==> config.mk <==
export PLATFORM = sky130hd
export DESIGN_NAME = fifo_btn_ctrl
export DESIGN_NICKNAME = d
export VERILOG_FILES = /design/src/rtl/fifo_btn_ctrl.sv
export SDC_FILE = /design/constraint.sdc
export NUM_CORES = 1
export LEC_CHECK = 0
export CORE_ASPECT_RATIO = 1.4
export CORE_MARGIN = 4
export CORE_UTILIZATION = 44
export CTS_CLUSTER_DIAMETER = 200
export DETAILED_ROUTE_END_ITERATION = 10
export SYNTH_ARGS = -nofsm -noshare
export SYNTH_HDL_FRONTEND = slang
export SYNTH_SLANG_ARGS = --single-unit
==> constraint.sdc <==
create_clock -name clk -period 5.15 [get_ports clk]
set_input_delay 0.7725 -clock clk [delete_from_list [all_inputs] [get_ports clk]]
set_output_delay 0.7725 -clock clk [all_outputs]
set_load 0.02 [all_outputs]
==> src/rtl/fifo_btn_ctrl.sv <==
// Input stage for the 8x4 FIFO. It debounces the enq/deq buttons and synchronizes the data switches.
// It issues guarded single-cycle strobes and reports presses that the FIFO cannot accept.

module fifo_btn_db #(
  parameter int DB_CYCLES = 4,
  parameter int CNT_W     = 20
) (
  input  logic clk,
  input  logic rst,
  input  logic btn_s2,
  output logic press
);

  typedef enum logic [1:0] {
    IDLE    = 2'd0,
    ARMED   = 2'd1,
    HELD    = 2'd2,
    RELEASE = 2'd3
  } state_t;

  localparam logic [CNT_W-1:0] CNT_LAST = CNT_W'(DB_CYCLES - 1);
  localparam logic [CNT_W-1:0] CNT_ZERO = {CNT_W{1'b0}};
  localparam logic [CNT_W-1:0] CNT_ONE  = {{(CNT_W-1){1'b0}}, 1'b1};

  state_t           state_q, state_d;
  logic [CNT_W-1:0] cnt_q, cnt_d;

  // Debounce state and stability counter register
  always_ff @(posedge clk or posedge rst) begin
    if (rst) begin
      state_q <= IDLE;
      cnt_q   <= CNT_ZERO;
    end else begin
      state_q <= state_d;
      cnt_q   <= cnt_d;
    end
  end

  // Next state: a level change is accepted only after DB_CYCLES stable samples
  always_comb begin
    state_d = state_q;
    cnt_d   = cnt_q;
    press   = 1'b0;
    case (state_q)
      IDLE: begin
        if (btn_s2) begin
          state_d = ARMED;
          cnt_d   = CNT_ONE;
        end else begin
          cnt_d   = CNT_ZERO;
        end
      end
      ARMED: begin
        if (!btn_s2) begin
          state_d = IDLE;
          cnt_d   = CNT_ZERO;
        end else if (cnt_q >= CNT_LAST) begin
          state_d = HELD;
          cnt_d   = CNT_ZERO;
          press   = 1'b1;
        end else begin
          cnt_d   = cnt_q + CNT_ONE;
        end
      end
      HELD: begin
        if (!btn_s2) begin
          state_d = RELEASE;
          cnt_d   = CNT_ONE;
        end else begin
          cnt_d   = CNT_ZERO;
        end
      end
      RELEASE: begin
        if (btn_s2) begin
          state_d = HELD;
          cnt_d   = CNT_ZERO;
        end else if (cnt_q >= CNT_LAST) begin
          state_d = IDLE;
          cnt_d   = CNT_ZERO;
        end else begin
          cnt_d   = cnt_q + CNT_ONE;
        end
      end
      default: begin
        state_d = IDLE;
        cnt_d   = CNT_ZERO;
      end
    endcase
  end

endmodule

module fifo_btn_ctrl #(
  parameter int DB_CYCLES = 4,
  parameter int CNT_W     = 20
) (
  input  logic       clk,
  input  logic       rst,
  input  logic       btn_enq,
  input  logic       btn_deq,
  input  logic [3:0] sw_in,
  input  logic       full,
  input  logic       empty,
  output logic       enq,
  output logic       deq,
  output logic [3:0] din,
  output logic       rej_full,
  output logic       rej_empty
);

  // Synchronizer bits are packed as {sw_in, btn_deq, btn_enq}
  logic [5:0] sync_s1_q, sync_s1_d;
  logic [5:0] sync_s2_q, sync_s2_d;
  logic       enq_press, deq_press;
  logic       enq_q, enq_d, deq_q, deq_d;
  logic       rej_full_q, rej_full_d, rej_empty_q, rej_empty_d;
  logic       deq_pend_q, deq_pend_d;
  logic [3:0] din_q, din_d;

  fifo_btn_db #(.DB_CYCLES(DB_CYCLES), .CNT_W(CNT_W)) u_db_enq (
    .clk    (clk),
    .rst    (rst),
    .btn_s2 (sync_s2_q[0]),
    .press  (enq_press)
  );

  fifo_btn_db #(.DB_CYCLES(DB_CYCLES), .CNT_W(CNT_W)) u_db_deq (
    .clk    (clk),
    .rst    (rst),
    .btn_s2 (sync_s2_q[1]),
    .press  (deq_press)
  );

  // Output, pending-dequeue and synchronizer registers
  always_ff @(posedge clk or posedge rst) begin
    if (rst) begin
      sync_s1_q   <= 6'd0;
      sync_s2_q   <= 6'd0;
      enq_q       <= 1'b0;
      deq_q       <= 1'b0;
      rej_full_q  <= 1'b0;
      rej_empty_q <= 1'b0;
      deq_pend_q  <= 1'b0;
      din_q       <= 4'd0;
    end else begin
      sync_s1_q   <= sync_s1_d;
      sync_s2_q   <= sync_s2_d;
      enq_q       <= enq_d;
      deq_q       <= deq_d;
      rej_full_q  <= rej_full_d;
      rej_empty_q <= rej_empty_d;
      deq_pend_q  <= deq_pend_d;
      din_q       <= din_d;
    end
  end

  // Strobe arbitration: an enq press wins the cycle and any dequeue waits one cycle
  always_comb begin
    sync_s1_d   = {sw_in, btn_deq, btn_enq};
    sync_s2_d   = sync_s1_q;
    enq_d       = 1'b0;
    deq_d       = 1'b0;
    rej_full_d  = 1'b0;
    rej_empty_d = 1'b0;
    deq_pend_d  = 1'b0;
    din_d       = din_q;
    if (enq_press) begin
      if (!full) begin
        enq_d = 1'b1;
        din_d = sync_s2_q[5:2];
      end else begin
        rej_full_d = 1'b1;
      end
    end else begin
      enq_d = 1'b0;
    end
    if (deq_press || deq_pend_q) begin
      if (enq_press) begin
        deq_pend_d = 1'b1;
      end else if (!empty) begin
        deq_d = 1'b1;
      end else begin
        rej_empty_d = 1'b1;
      end
    end else begin
      deq_pend_d = 1'b0;
    end
  end

  assign enq       = enq_q;
  assign deq       = deq_q;
  assign din       = din_q;
  assign rej_full  = rej_full_q;
  assign rej_empty = rej_empty_q;

endmodule

==> summary.md <==
| Metric | Value |
|---|---|
| Num Clock Sinks | `65` |
| Worst EP required | `4.38 ns` |
| Netlist cell types | `24` |
| Min-delay src | `sync_s1_q[4]$_DFF_PP0_` |
| Worst skew pair latency | `0.33 ns` |
| Area grow syn2layout | `28.7%` |
| F_max | `481 MHz` |
| GPL Wtd Cong | `0.682` |
| P per Cell Area | `459 mW/mm²` |
| CTS tree | `yes` |
| Syn_area_per_cell | `17.2 µm²` |
| Yosys top cell by area | `dfrtp_1` |
| Part of the power in the clock network | `0.345` |
| Critical path arrival | `1.31 ns` |
| Reg-to-Reg Start | `u_db_deq.cnt_q[0]$_DFF_PP0_` |
| Fin nets | `192` |
| Inserted Diodes | `0` |
| Via density per instance | `4.22` |
| Post-route ant nets | `0` |
| RSZ-0062 raised after global routing | `no` |
| Top cell type's share of synthesized area | `0.814` |
| Switching Fraction | `0.244` |
| Critical-path top delay cell | `clkdlybuf4s50_1` |
| Clock Tree Root | `clkbuf_8` |
| CORE AREA | `0.00431 mm²` |
| Reg2Reg Setup Slack | `3.35 ns` |
| Slew Limit Headroom | `0.489` |
| I/O pins | `18` |
| Int Pwr | `892 µW` |
| DRT Pass-1 Iters | `2` |
| Final WL | `2760 µm` |
| Max-cap violations | `0` |
| First-pass GRT wire length | `5020 µm` |
| WP buf/inv | `1` |
| Die width | `65.0 µm` |
| Htree depth | `3` |
| Final Slew Violations | `0` |
| CP max FO | `2` |
| Syn Inst Count | `116` |
| Postcts setup bufs | `0` |
| Largest cells by area after synthesis | `dfrtp_1, mux2_2, nor4_1` |
| Post-DP HPWL | `1880 µm` |
| Pin count of the biggest net entering global routing | `66` |
| Peak VDD IR | `0.195 mV` |
| Vias in the first global route | `1169` |
| Clock Tree Buf Depth | `2` |
| CTS resizes | `0` |
| Synth Register Bits | `65` |
| # hold bufs at CTS | `0` |
| Hold Path Stages | `0` |
| Setup crit end kind | `output pin` |
| Final worst setup slack | `3.07 ns` |
| Post-Syn Area | `0.00200 mm²` |
| Setup_tns | `0 ns` |
| Antenna violations before repair | `0` |
| Crit-path cells | `clkdlybuf4s50_1` |
| Final setup viols | `0` |
| Yosys warnings | `0` |
| Cells on worst reg2reg path | `5` |
| Iteration-0 DRC Markers | `34` |
| Outcome | `finished clean` |
| Fin. Hold Viols | `0` |
| Layout cells sized above 1 | `0.141` |
| Top delay family on crit path | `buffers and inverters` |
| Setup CP Type | `register to output pin` |
| Initial Utilization | `0.464` |
| Overall Global Routing Usage | `0.124` |
| Vias | `1033` |
| Shortest period the worst path allows | `2.08 ns` |
| Skew final | `0.00584 ns` |
| Combinational share of power | `0.139` |
| Pleak | `1.18 nW` |
| # rows | `28` |
| Final Cycle Share | `0.404` |
| Slowest cell delay on critical path | `0.61 ns` |
| Post-Place Worst Slack | `3.06 ns` |
| Grt total ovfl | `0` |
| Hold EP | `sync_s2_q[4]$_DFF_PP0_` |
| Drc violations | `0` |
| Worst Hold Class | `register to register` |
| Sw power | `288 µW` |
| Full die area | `0.00570 mm²` |
| CTS clk-pin slew, worst paths | `0.06 ns` |
| Sequential area share after synthesis | `0.814` |
| Die Y | `87.8 µm` |
| Crit path launch type | `register` |
| IO buf count | `17` |
| TritonCTS buffer count | `9` |
| Slew @ Worst Pin | `0.767 ns` |
| Seq pwr share | `0.515` |
| # fillers | `362` |
| DR WL/cell | `11.3 µm` |
## cells in the final DEF, fill, tap and decap left out, types with 2 or more instances in the layout
master,synthesis,layout
ha_1,2,2
dfrtp_1,65,65
mux2_2,6,6
a21oi_1,2,2
nand2_1,4,4
clkdlybuf4s50_1,0,17
nor4_1,8,8
nor2_1,2,2
clkinv_2,0,2
clkbuf_1,0,3
nor3b_1,2,2
inv_1,5,4
nor4_2,2,2
nor2b_1,2,2
conb_1,1,36
or3_1,3,3
clkbuf_8,0,10
xnor2_1,2,2
## synth_stat cells
master / number
nand3_2: 1
a21oi_1: 2
inv_1: 5
nor2_1: 2
dfrtp_1: 65
nor4_1: 8
o21ai_0: 1
or3_1: 3
o21ai_4: 1
conb_1: 1
nor3b_1: 2
o21ai_1: 1
nor3_1: 1
mux2_2: 6
o2111ai_2: 1
nand2_1: 4
ha_1: 2
o21bai_1: 1
o31ai_1: 1
xnor2_1: 2
nor2b_1: 2
nand4_1: 1
and4_1: 1
nor4_2: 2
## worst max-delay path by stage
stage,startpoint,end,slack [ns],depth (start not counted)
after detailed placement,full,din[3]$_DFFE_PP0P_,3.06,5
after global placement,full,din[3]$_DFFE_PP0P_,3.07,5
final,din[1]$_DFFE_PP0P_,din[1],3.07,1
after floorplan,rst,async pin,2.75,1
after global routing,din[1]$_DFFE_PP0P_,din[1],3.02,1
after CTS,din[1]$_DFFE_PP0P_,din[1],3.06,1
## power by group through the flow
stage	clock network (mW)	logic [mW]	registers (mW)
4_1_cts	0.419	0.168	0.609
3_5_place_dp	0	0.167	0.618
5_1_grt	0.450	0.180	0.616
6_report	0.407	0.164	0.608
3_3_place_gp	0	0.162	0.613
2_1_floorplan	0	0.0801	0.633
## sequential cells by signal, summed over array words and instances, names as in the netlist, named ones only
signal            count
u_db_deq.cnt_q       20
rej_empty             1
u_db_deq.state_q      1
sync_s1_q             6
u_db_enq.cnt_q       20
deq                   1
enq                   1
u_db_enq.state_q      1
sync_s2_q             6
rej_full              1
deq_pend_q            1
din                   4
## layer usage
metal	GRT usage	routed length, µm	up-vias	part of all wire
li1	-	-	491	-
met1	0.135	1130	516	0.41
met2	0.196	1460	18	0.53
met3	0.0462	104	8	0.038
met4	0.0923	74	0	0.027
met5	0	0	-	0
## kinds of logic (layout without fill, tap and decap cells)
group / after synthesis / after routing / synth area share
AO/OA/AOI/OAI: 8 / 8 / 0.0332
XOR/XNOR: 2 / 2 / 0.00876
adder cells (fa/ha/maj): 2 / 2 / 0.0125
buffers and inverters: 5 / 39 / 0.00939
flip-flops: 65 / 65 / 0.814
multiplexers: 6 / 6 / 0.0338
other: 1 / 36 / 0.00188
AND/OR/NAND/NOR: 27 / 27 / 0.0870
## per-stage QoR
step / instances / util / area (µm²) / hold slack [ns] / power, mW
6_report: 245 / 0.597 / 2570 / 0.358 / 1.18
5_1_grt: 245 / 0.597 / 2570 / 0.357 / 1.25
4_1_cts: 245 / 0.597 / 2570 / 0.356 / 1.20
3_5_place_dp: 229 / 0.553 / 2380 / 0.338 / 0.786
3_3_place_gp: 229 / 0.553 / 2380 / 0.332 / 0.775
2_1_floorplan: 151 / - / 2130 / 0.331 / 0.713
## area by class of cell
class | instances | area [µm²] | area share
sequential | 65 | 1630 | 0.632
multi-input combinational | 81 | 485 | 0.189
timing repair buffer | 18 | 178 | 0.0691
clock buffer | 13 | 149 | 0.0579
tap | 60 | 75.1 | 0.0292
clock inverter | 3 | 40.0 | 0.0156
inverter | 5 | 18.8 | 0.00730
(Power assumes the default switching activity.)
